## src/rtl/move_tick_gen.sv

```systemverilog
// Move-tick generator: turns the selected move period into a one-cycle move_tick and sequences run/pause/over.
// Optional feature: define MOVE_BOOST_EN to let the boost input halve the period at each reload.
module move_tick_gen #(
    parameter int unsigned MIN_PERIOD = 4,
    parameter int unsigned CNT_W      = 16
) (
    input  logic             clk,
    input  logic             rst,
    input  logic [40:0]      speed,
    input  logic             start,
    input  logic             pause_btn,
    input  logic             game_over,
    input  logic             boost,
    output logic             move_tick,
    output logic             running,
    output logic             paused,
    output logic [40:0]      period_active,
    output logic [CNT_W-1:0] tick_count
);

    localparam int unsigned PER_W = 41;

    typedef enum logic [1:0] {
        ST_IDLE  = 2'd0,
        ST_RUN   = 2'd1,
        ST_PAUSE = 2'd2,
        ST_OVER  = 2'd3
    } state_t;

    state_t             state_q, state_d;
    logic [PER_W-1:0]   cnt_q, cnt_d;
    logic [PER_W-1:0]   period_active_q, period_active_d;
    logic [CNT_W-1:0]   tick_count_q, tick_count_d;
    logic               move_tick_q, move_tick_d;
    logic               running_q, running_d;
    logic               paused_q, paused_d;
    logic               start_q, pause_q;

    logic               start_edge_c;
    logic               pause_edge_c;
    logic               last_c;
    logic [PER_W-1:0]   req_c;
    logic [PER_W-1:0]   eff_c;
    logic [CNT_W-1:0]   tick_inc_c;

    // Requested period, optionally halved by boost, clamped to the legal minimum.
`ifdef MOVE_BOOST_EN
    always_comb begin
        req_c = boost ? (speed >> 1) : speed;
    end
`else
    logic unused_boost;
    assign unused_boost = boost;
    always_comb begin
        req_c = speed;
    end
`endif

    always_comb begin
        eff_c = (req_c < PER_W'(MIN_PERIOD)) ? PER_W'(MIN_PERIOD) : req_c;
    end

    assign start_edge_c = start & ~start_q;
    assign pause_edge_c = pause_btn & ~pause_q;
    // period_active never drops below MIN_PERIOD, so the subtraction cannot wrap.
    assign last_c       = (cnt_q == (period_active_q - PER_W'(1)));
    assign tick_inc_c   = (&tick_count_q) ? tick_count_q : (tick_count_q + CNT_W'(1));

    // Next-state and next-output logic; game_over outranks start, start outranks pause.
    always_comb begin
        state_d         = state_q;
        cnt_d           = cnt_q;
        period_active_d = period_active_q;
        tick_count_d    = tick_count_q;
        move_tick_d     = 1'b0;

        case (state_q)
            ST_IDLE, ST_OVER: begin
                if (game_over) begin
                    state_d = ST_OVER;
                end else if (start_edge_c) begin
                    state_d         = ST_RUN;
                    period_active_d = eff_c;
                    cnt_d           = '0;
                    tick_count_d    = '0;
                end
            end
            ST_RUN: begin
                if (game_over) begin
                    state_d = ST_OVER;
                end else begin
                    // A tick coinciding with a pause edge is still emitted before pausing.
                    if (last_c) begin
                        move_tick_d     = 1'b1;
                        cnt_d           = '0;
                        period_active_d = eff_c;
                        tick_count_d    = tick_inc_c;
                    end else if (!pause_edge_c) begin
                        cnt_d = cnt_q + PER_W'(1);
                    end
                    if (pause_edge_c) begin
                        state_d = ST_PAUSE;
                    end
                end
            end
            ST_PAUSE: begin
                if (game_over) begin
                    state_d = ST_OVER;
                end else if (pause_edge_c) begin
                    state_d = ST_RUN;
                end
            end
            default: begin
                state_d = ST_IDLE;
            end
        endcase

        running_d = (state_d == ST_RUN);
        paused_d  = (state_d == ST_PAUSE);
    end

    always_ff @(posedge clk or posedge rst) begin
        if (rst) begin
            state_q         <= ST_IDLE;
            cnt_q           <= '0;
            period_active_q <= PER_W'(MIN_PERIOD);
            tick_count_q    <= '0;
            move_tick_q     <= 1'b0;
            running_q       <= 1'b0;
            paused_q        <= 1'b0;
            start_q         <= 1'b0;
            pause_q         <= 1'b0;
        end else begin
            state_q         <= state_d;
            cnt_q           <= cnt_d;
            period_active_q <= period_active_d;
            tick_count_q    <= tick_count_d;
            move_tick_q     <= move_tick_d;
            running_q       <= running_d;
            paused_q        <= paused_d;
            start_q         <= start;
            pause_q         <= pause_btn;
        end
    end

    assign move_tick     = move_tick_q;
    assign running       = running_q;
    assign paused        = paused_q;
    assign period_active = period_active_q;
    assign tick_count    = tick_count_q;

endmodule
```

## config.mk

```make
export PLATFORM = sky130hd
export DESIGN_NAME = move_tick_gen
export DESIGN_NICKNAME = d
export VERILOG_FILES = /design/src/rtl/move_tick_gen.sv
export SDC_FILE = /design/constraint.sdc
export NUM_CORES = 1
export LEC_CHECK = 0
export ABC_AREA = 1
export BUFFER_PORTS_ARGS = -buffer_cell sky130_fd_sc_hd__buf_2
export CAP_MARGIN = 15
export CORE_MARGIN = 5
export CORE_UTILIZATION = 60
export DETAILED_ROUTE_END_ITERATION = 6
export PLACE_DENSITY = 0.84
export SLEW_MARGIN = 10
export SYNTH_ARGS = -nofsm -noshare
export SYNTH_HDL_FRONTEND = slang
export SYNTH_SLANG_ARGS = --single-unit
export TNS_END_PERCENT = 1
```

## constraint.sdc

```tcl
create_clock -name clk -period 6.1 [get_ports clk]
set_input_delay 0.305 -clock clk [delete_from_list [all_inputs] [get_ports clk]]
set_output_delay 0.305 -clock clk [all_outputs]
set_load 0.1 [all_outputs]
```

==> reports/summary.txt <==
Outcome - finished clean
Core area - 13700 um2
CP required - 6.36 ns
Nets - 1473
Met1 GRT Util - 42.4%
MaxCap Viol Count - 0
Most frequent cell after synthesis - nand2_1
Startpoint Class - flop
Ports - 107
Clk root buf - clkbuf_16
Final Critical Period - 4.33 ns
Die Width - 128 um
Worst-Skew Late Latency - 0.36 ns
H-tree levels - 3
DP Wirelength - 18200 um
Largest net degree at the start of global routing - 71
Overflow after GRT - 0
Worst vdd ir - 0.520 mV
Iter 0 DRT Violations - 782
Fraction of registers with async set/reset - 100%
Die height - 128 um
First-pass GRT wire length - 39600 um
Tightest Hold Check Type - in -> reg
Slew Limit Fails - 0
Synth cell types - 36
Mean post-synth cell area - 6.16 um2
Setup-failing EPs final - 0
Num rows - 43
Post-route cell area - 9170 um2
Num CTS Buffers - 9
Period utilization - 70.9%
Post-place instance area - 8860 um2
RSZ-0062 raised after global routing - no
Worst slew pin tran - 0.962 ns
Via count - 8903
Slew HR - 35.7%
Grt met2 use - 47.7%
Vias per cell - 5.54
Ratio of cells with drive above 1 in the final layout - 11.9%
CP endpoint kind - flop
GRT Total Usage - 30.0%
GR peak layer - met2
Yosys top cell area share - 31.4%
#FFs+latches synth - 105
GP Congestion - 0.992
Vias in the first global route - 7999
Mapped Area - 8290 um2
Antenna violations before repair - 0
Setup TNS - 0 ns
Syn nets - 1399
Initial core utilization - 60.4%
Clock skew - 0.0118 ns
Max Fclk - 231 MHz
Post-CTS Setup Inserts - 0
Antenna diodes - 0
Commonest cells post-synth - 523 x nand2_1, 174 x nor2_1, 125 x nand3_1, 112 x inv_1, 104 x dfrtp_1
Clock Sinks - 105
Post-synthesis sequential area ratio - 31.7%
Post-synth EDFFs - 0
Post-Syn Instances - 1347
Layout Cells excl Fill - 1606
P_leak - 4.45 nW
Inst Count DP - 1589
IO buf count - 105
Die area - 16300 um2
Worst-path clk slew - 0.07 ns
DRT antenna net count - 0
WS Path Type - reg -> reg
Pre-Repair DR Iteration Count - 5
Ys flop type - dfrtp_1
WP data arrival - 4.59 ns
Routed WL - 24100 um
Met3 usage in global routing - 4.35%
Power per Cell Area - 490 nW/um2
Ys Warns - 0
CTS tree - done
Crit Path Max Fanout - 44
Worst-case clock buffer depth - 2
Fin. Hold Viols - 0
Top cells by area, synth - dfrtp_1 31%, nand2_1 24%, nor2_1 7.9%
Post-route DRC violation count - 0
Synthesis-to-layout area growth - 10.6%
Leading area contributor after synthesis - dfrtp_1
Wirelength per Cell - 15.0 um
==> sequential cells by signal (all words and copies together), names as in the netlist, 2 cells and up <==
signal / cells
period_active: 41
state_q: 2
tick_count: 16
cnt_q: 41
==> final timing paths <==
kind / startpoint / to / slack, ns / cells after the start
max: period_active[0] / period_active[2] / 1.77 / 16
min: pause_btn / pause_q / 0.06 / 1
max reg2reg: period_active[0] / period_active[2] / 1.77 / 16
min reg2reg: period_active[40] / period_active[40] / 0.54 / 2
max in group asynchronous: rst / cnt_q[7] / 4.33 / 4
min in group asynchronous: rst / period_active[34] / 0.49 / 3
==> metal layers <==
metal / wire [um] / vias up
li1: - / 4413
met1: 10800 / 4129
met2: 11200 / 317
met3: 1540 / 44
met4: 525 / 0
met5: 0 / -
==> critical path, cell delays in order, from the launching register on <==
cell and delay [ns]:
dfrtp_1 0.44, inv_1 0.14, ha_1 0.28, nand2_4 0.13, nor2_2 0.36, nand2_2 0.17, nor2_2 0.21, nand3_1 0.09
nand3_1 0.12, nand2_1 0.06, nor2_1 0.08, nand2_1 0.05, nor2_1 0.12, nand3_2 0.22, nand2_2 0.65, nand2_2 0.68
o21ai_0 0.37
==> cells by family (layout without fill, tap and decap cells) <==
family / count (synthesis) / after routing / synth area share, %
compound gates: 51 / 51 / 3.23
buf+inv: 162 / 241 / 7.94
flops: 105 / 105 / 31.7
xor+xnor: 65 / 65 / 7.05
simple gates: 959 / 959 / 49.3
fa+ha+maj: 5 / 5 / 0.754
==> stage by stage <==
stage	power (mW)	hold WS [ns]	util, %	worst slack [ns]
after floorplan	3.37	0.336	-	3.01
after global placement	3.85	0.343	64.6	1.93
after detailed placement	3.89	0.346	64.6	1.92
after CTS	4.49	0.0470	66.9	1.89
after global routing	4.80	0.0519	66.9	1.37
final	4.50	0.0614	66.9	1.77
==> placed cells by master (no fill, tap or decap), drive strengths merged <==
master and count:
a21oi 6, a31oi 2, and2 1, buf 108, clkbuf 11, clkinv 2
clkinvlp 2, dfrtp 104, dfstp 1, dlygate4sd3 1, ha 5, inv 117
nand2 534, nand3 128, nand3b 8, nand4 16, nor2 191, nor3 55
nor4 17, o21ai 39, o21bai 3, o31ai 1, or2 9, xnor2 26
xor2 38, xor3 1
==> power by group <==
| group | switching (mW) | total [mW] | leakage [nW] | internal (mW) |
|---|---|---|---|---|
| clock | 0.283 | 0.590 | 0.142 | 0.307 |
| combinational | 2.21 | 2.78 | 2.92 | 0.577 |
| sequential | 0.272 | 1.13 | 1.39 | 0.854 |
==> layout make-up <==
class	count	area [um2]
clock buffer	11	253
clock inverter	5	46.3
timing repair buffer	109	558
sequential	105	2630
tap	180	225
multi-input combinational	1080	5020
fill	1289	4550
inverter	116	438
==> timing repair <==
action	CTS	global route
setup endpoints to repair	0	0
gates resized for setup	0	0
hold buffers	1	0
hold endpoints to repair	34	0
Note: power is estimated with default switching activity, not from simulation.
